**src/rtl/rv_fetch_pkg.sv**
```systemverilog
// rtl/rv_fetch_pkg.sv - shared types and constants for the instruction fetch stage
package rv_fetch_pkg;

    localparam int XLEN = 32;

    // addi x0,x0,0
    localparam logic [XLEN-1:0] RV_NOP = 32'h0000_0013;

    typedef enum logic [2:0] {
        ST_IDLE  = 3'd0,
        ST_REQ   = 3'd1,
        ST_WAIT  = 3'd2,
        ST_VALID = 3'd3,
        ST_DRAIN = 3'd4
    } fetch_state_e;

    // Memory is word-addressed from the fetch point of view; low PC bits never reach it.
    function automatic logic [XLEN-1:0] word_align(input logic [XLEN-1:0] addr);
        return {addr[XLEN-1:2], 2'b00};
    endfunction

endpackage

```
**src/rtl/rv_fetch_timeout_ctr.sv**
```systemverilog
// rtl/rv_fetch_timeout_ctr.sv - saturating cycle counter shared by the WAIT and DRAIN states
module rv_fetch_timeout_ctr #(
    parameter int MAX = 255
) (
    input  logic clk_i,
    input  logic rst_i,
    input  logic clr_i,
    input  logic en_i,
    output logic expired_o
);
    localparam int W = (MAX < 1) ? 1 : $clog2(MAX + 1);
    localparam logic [W-1:0] SAT  = W'(MAX);
    localparam logic [W-1:0] LAST = W'(MAX - 1);

    logic [W-1:0] count_q, count_d;

    // Count enabled cycles, hold at MAX, restart whenever the owner leaves WAIT/DRAIN.
    always_comb begin
        count_d = count_q;
        if (clr_i) begin
            count_d = '0;
        end else if (en_i && (count_q != SAT)) begin
            count_d = count_q + W'(1);
        end
    end

    // Counter register.
    always_ff @(posedge clk_i) begin
        if (rst_i) begin
            count_q <= '0;
        end else begin
            count_q <= count_d;
        end
    end

    // The current enabled cycle is the MAX-th one, so the owner leaves after exactly MAX cycles.
    assign expired_o = en_i && (count_q >= LAST);

endmodule

```
**src/rtl/rv_instr_fetch.sv**
```systemverilog
// rtl/rv_instr_fetch.sv - single-outstanding instruction fetch stage; build macro FETCH_MISALIGN_CHK_EN
module rv_instr_fetch
    import rv_fetch_pkg::*;
#(
    parameter int              TIMEOUT_CYCLES = 255,
    parameter logic [XLEN-1:0] NOP_INSTR      = RV_NOP
) (
    input  logic            sys_clk,
    input  logic            sys_rst,
    input  logic [XLEN-1:0] pc_curr,
    input  logic            flush,
    output logic            imem_req,
    output logic [XLEN-1:0] imem_addr,
    input  logic            imem_rvalid,
    input  logic [XLEN-1:0] imem_rdata,
    output logic [XLEN-1:0] instr,
    output logic [XLEN-1:0] instr_pc,
    output logic            instr_valid,
    input  logic            instr_ready,
    output logic            fetch_err,
    output logic            fetch_hlt
`ifdef FETCH_MISALIGN_CHK_EN
    ,
    output logic            fetch_misalign
`endif
);
    fetch_state_e    state_q, state_d;
    logic [XLEN-1:0] instr_q, instr_d;
    logic [XLEN-1:0] instr_pc_q, instr_pc_d;
    logic            err_q, err_d;
    logic            load, load_nop, load_err;
    logic            misalign;
    logic            ctr_en, expired;

`ifdef FETCH_MISALIGN_CHK_EN
    assign misalign = (pc_curr[1:0] != 2'b00);
`else
    assign misalign = 1'b0;
`endif

    // WAIT and DRAIN share one counter; a WAIT->DRAIN flush keeps the elapsed time of the request.
    assign ctr_en = (state_q == ST_WAIT) || (state_q == ST_DRAIN);

    rv_fetch_timeout_ctr #(
        .MAX (TIMEOUT_CYCLES)
    ) u_timeout (
        .clk_i     (sys_clk),
        .rst_i     (sys_rst),
        .clr_i     (!ctr_en),
        .en_i      (ctr_en),
        .expired_o (expired)
    );

    // Next state and hold-register load decision; flush outranks every other event.
    always_comb begin
        state_d  = state_q;
        load     = 1'b0;
        load_nop = 1'b0;
        load_err = 1'b0;
        case (state_q)
            ST_IDLE: state_d = ST_REQ;
            ST_REQ: begin
                if (flush) begin
                    // A misaligned PC issued nothing, so there is nothing to drain.
                    state_d = (imem_rvalid || misalign) ? ST_REQ : ST_DRAIN;
                end else if (misalign) begin
                    state_d  = ST_VALID;
                    load     = 1'b1;
                    load_nop = 1'b1;
                end else if (imem_rvalid) begin
                    state_d = ST_VALID;
                    load    = 1'b1;
                end else begin
                    state_d = ST_WAIT;
                end
            end
            ST_WAIT: begin
                if (flush) begin
                    state_d = imem_rvalid ? ST_REQ : ST_DRAIN;
                end else if (imem_rvalid) begin
                    state_d = ST_VALID;
                    load    = 1'b1;
                end else if (expired) begin
                    state_d  = ST_VALID;
                    load     = 1'b1;
                    load_nop = 1'b1;
                    load_err = 1'b1;
                end
            end
            ST_VALID: begin
                if (flush || instr_ready) begin
                    state_d = ST_REQ;
                end
            end
            ST_DRAIN: begin
                if (imem_rvalid || expired) begin
                    state_d = ST_REQ;
                end
            end
            default: state_d = ST_IDLE;
        endcase

        instr_d    = instr_q;
        instr_pc_d = instr_pc_q;
        err_d      = err_q;
        if (load) begin
            instr_d    = load_nop ? NOP_INSTR : imem_rdata;
            instr_pc_d = pc_curr;
            err_d      = load_err;
        end
    end

    // State and held-instruction registers.
    always_ff @(posedge sys_clk) begin
        if (sys_rst) begin
            state_q    <= ST_IDLE;
            instr_q    <= NOP_INSTR;
            instr_pc_q <= '0;
            err_q      <= 1'b0;
        end else begin
            state_q    <= state_d;
            instr_q    <= instr_d;
            instr_pc_q <= instr_pc_d;
            err_q      <= err_d;
        end
    end

`ifdef FETCH_MISALIGN_CHK_EN
    logic mis_q, mis_d;

    assign mis_d = load ? ((state_q == ST_REQ) && misalign) : mis_q;

    // Misalign flag follows the held word and clears on the next load.
    always_ff @(posedge sys_clk) begin
        if (sys_rst) begin
            mis_q <= 1'b0;
        end else begin
            mis_q <= mis_d;
        end
    end

    assign fetch_misalign = mis_q;
`endif

    assign imem_req    = (state_q == ST_REQ) && !misalign;
    assign imem_addr   = word_align(pc_curr);
    assign instr       = instr_q;
    assign instr_pc    = instr_pc_q;
    assign instr_valid = (state_q == ST_VALID);
    assign fetch_err   = err_q;
    // PC may move only when decode takes the word or execute redirects.
    assign fetch_hlt   = !(((state_q == ST_VALID) && instr_ready) || flush);

endmodule

```
**config.mk**
```make
export PLATFORM = sky130hd
export DESIGN_NAME = rv_instr_fetch
export DESIGN_NICKNAME = d
export VERILOG_FILES = /design/src/rtl/rv_fetch_pkg.sv /design/src/rtl/rv_fetch_timeout_ctr.sv /design/src/rtl/rv_instr_fetch.sv
export SDC_FILE = /design/constraint.sdc
export NUM_CORES = 1
export LEC_CHECK = 0
export BUFFER_PORTS_ARGS = -buffer_cell sky130_fd_sc_hd__buf_2
export CORE_ASPECT_RATIO = 1.4
export CORE_UTILIZATION = 42
export CTS_CLUSTER_SIZE = 25
export DETAILED_ROUTE_END_ITERATION = 16
export GPL_TIMING_DRIVEN = 0
export HOLD_SLACK_MARGIN = 0.1
export PLACE_DENSITY = 0.76
export SETUP_SLACK_MARGIN = 0.2
export SYNTH_ARGS = -nofsm -noshare
export SYNTH_HDL_FRONTEND = slang
export SYNTH_SLANG_ARGS = --single-unit
```
**constraint.sdc**
```tcl
create_clock -name sys_clk -period 1.7 [get_ports sys_clk]
set_input_delay 0.17 -clock sys_clk [delete_from_list [all_inputs] [get_ports sys_clk]]
set_output_delay 0.17 -clock sys_clk [all_outputs]
set_load 0.05 [all_outputs]
```
==> results.tsv <==
metric	value	unit
synth top area cells	dfxtp_1 (41%), and4b_1 (7.9%), nand4b_1 (7.6%), buf_4 (6.9%), nand2b_1 (5.8%)	
leading area contributor after synthesis	dfxtp_1	
Die W	81.16	um
Distinct cells, synth	40	
Yosys top cell area share	41.29	%
FF+latch count, synth	76	
fmax	581.0	MHz
DR iter-0 viols	193	
Layout Utilization	69.77	%
most frequent cells in the layout	buf_2 (166), dfxtp_1 (69), dlygate4sd3_1 (54)	
power share of the clock group	37.3	%
Residual DRC	0	
Max Cap Violations	0	
Seq/Total Area, Yosys	41.29	%
syn_area_per_cell	9.646	sq um
Critical R2R Capture	instr[30]	
CTS buffer count	9	
first-pass GRT wire length	17380	um
Post-Syn Instances	382	
final worst setup slack	-0.02115	ns
Final Non-Filler Cells	745	
Power Density	791.5	nW/um^2
DP HPWL	7263	um
Sw Ratio	29.61	%
final hold vios	0	
diode count	0	
CTS tree	yes	
R2R Setup Slk	-0.02	ns
Area Overhead vs Synth	62.04	%
number of global-route vias before repair	3851	
hold path depth	3	
Worst Tran Pin Value	0.5097	ns
CP startpoint kind	register	
Worst setup EP type	register	
hold_sp	pc_curr[25]	
Core Rows	40	
critical path peak fanout	8	
Fin Clk Skew	0.006289	ns
Leak Pwr	2.810	nW
R2R cell count	8	
Flop pwr share	39.8	%
Clock Latency Late Sink	0.34	ns
critical path data arrival time	1.95	ns
Adder-Cell Fraction of Synth Area	0.6791	%
clk root buf	clkbuf_16	
CTS sink count	76	
post-synthesis mux area share	0.2716	%
Antenna Nets Post-Route	0	
GRT overflow	0	
Final TNS setup	-0.07609	ns
CTS clock-pin slew for the worst setup and hold paths	0.05	ns
Nets	707	
Hold Path End	instr_pc[25]	
max-slew violations	0	
all-layer global routing usage	24.61	%
RSZ-0062 raised after global routing	yes	
H-tree depth	3	
largest net degree at the start of global routing	12	
power share of the combinational group	22.9	%
Port Buffer Count	166	
xor and xnor fraction of the mapped netlist area	1.868	%
WL/cell	15.41	um
commonest non-fill, non-tap cell in the layout	buf_2	
cell-internal power	0.003327	W
Via Count	3871	
cell total after placement	654	
failing checks	negative setup slack	
NetSw	0.001399	W
vias per cell	5.196	
drt total wl	11480	um
period utilisation layout	101.2	%
Syn Std Cell Area	3685	sq um
share of cells above drive strength 1	48.13	%
initial antenna violation count	0	
setup violators final	15	
VDD IR-drop max	646.8	uV
Core Area	8558	sq um
Hold Path Class	input port to register	
die area	9157	sq um
Required @ worst endpoint	1.93	ns
FF-to-FF Start	state_q[1]	
headroom to the max-slew limit	66.02	%
outcome	finished, violations left	
Initial Util	43.06	%
Compound-Gate Fraction of Synth Area	14.50	%
drt pass-1 iters	4	
min cycle time layout	1.721	ns
CP Class	register to register	
# IOs	169	
largest family of logic cells by synthesized area	simple AND/OR/NAND/NOR gates	
simple-gate share of the synthesized area	28.39	%
chip height	112.8	um
Warnings, synthesis	0	
clk buf depth	2	
Placer Congestion	0.7751	
-- timing repair --
action,in CTS,in global routing
endpoints found under the setup margin,69,74
buffers inserted,11,8
hold buffers,54,0
gates resized for setup,45,44
gates cloned,2,1
pin swaps,7,19
endpoints found under the hold margin,54,0
-- sequential cells by signal, summed over array words and instances (netlist names) --
register,cells
instr,32
instr_pc,32
u_timeout.count_q,8
fetch_err,1
state_q,3
-- worst max path at each step --
stage / startpoint / to / slack (ns)
after floorplan: state_q[2] / instr[30] / 0.07
after global placement: state_q[1] / instr[24] / -0.13
after detailed placement: state_q[1] / instr_pc[24] / -0.16
after CTS: state_q[1] / instr[30] / -0.02
after global routing: state_q[1] / instr[30] / -0.10
final: state_q[1] / instr[30] / -0.02
-- power groups by stage --
stage                     registers [W]  logic [W]  clock network [W]
after floorplan                 0.00211   0.000460                  0
after global placement          0.00191   0.000895                  0
after detailed placement        0.00192   0.000906                  0
after CTS                       0.00188    0.00103            0.00180
after global routing            0.00189    0.00114            0.00188
final                           0.00188    0.00108            0.00176
-- through the flow --
step | total power, W | worst slack (ns) | hold slack, ns | instance area [sq um]
final | 0.004726 | -0.02115 | 0.1046 | 5971
after global routing | 0.004911 | -0.1033 | 0.1014 | 5971
after CTS | 0.004710 | -0.01524 | 0.1021 | 5717
after detailed placement | 0.002822 | -0.1582 | 0.3929 | 4672
after global placement | 0.002808 | -0.1286 | 0.3886 | 4672
after floorplan | 0.002572 | 0.07005 | 0.2493 | 3710
-- cell usage after synthesis, drive strengths merged --
cell type / count
nand4: 3
inv: 3
xnor2: 3
nand3: 7
o21ai: 33
conb: 1
o31a: 4
nor3b: 1
a311oi: 1
ha: 2
nand4b: 32
nor2b: 3
xor2: 4
nand2b: 34
nor3: 4
a31oi: 3
and3: 2
a21oi: 3
a211oi: 2
nor2: 18
o211ai: 1
clkbuf: 16
mux2i: 1
dfxtp: 76
a31o: 29
and4b: 29
o211a: 1
buf: 55
or3: 1
nand2: 6
nor4b: 1
and2: 3
-- final cells by class --
type / count / area [sq um]
buffer: 71 / 546.8
clock buffer: 13 / 260.3
clock inverter: 2 / 10.01
fill: 635 / 2587
inverter: 3 / 11.26
multi-input combinational: 233 / 1883
sequential: 76 / 1533
tap: 105 / 131.4
timing repair buffer: 242 / 1595
-- kinds of logic (layout without fill, tap and decap cells) --
kind of cell,count (synthesis),in the layout
XOR/XNOR,7,7
buffers and inverters,74,331
AO/OA/AOI/OAI,77,77
multiplexers,1,1
flip-flops,76,76
AND/OR/NAND/NOR,144,144
adder cells (fa/ha/maj),2,2
other,1,2
-- layer usage --
layer / share of wire, % / vias up / global-route usage, %
met4: 3.7 / 0 / 13.93
met3: 4.1 / 31 / 4.516
met5: 0 / - / 0
met2: 53 / 128 / 43.36
li1: - / 1868 / -
met1: 39 / 1844 / 26.92
-- worst max-delay path, stage by stage (launching register included) --
cell and delay [ns]:
dfxtp_2 0.31, buf_6 0.13, xnor2_4 0.15, nor3_4 0.19, nand4_4 0.17, buf_6 0.18, buf_12 0.14, and4b_1 0.17
a31o_1 0.17
Note: power is estimated with default switching activity, not from simulation.
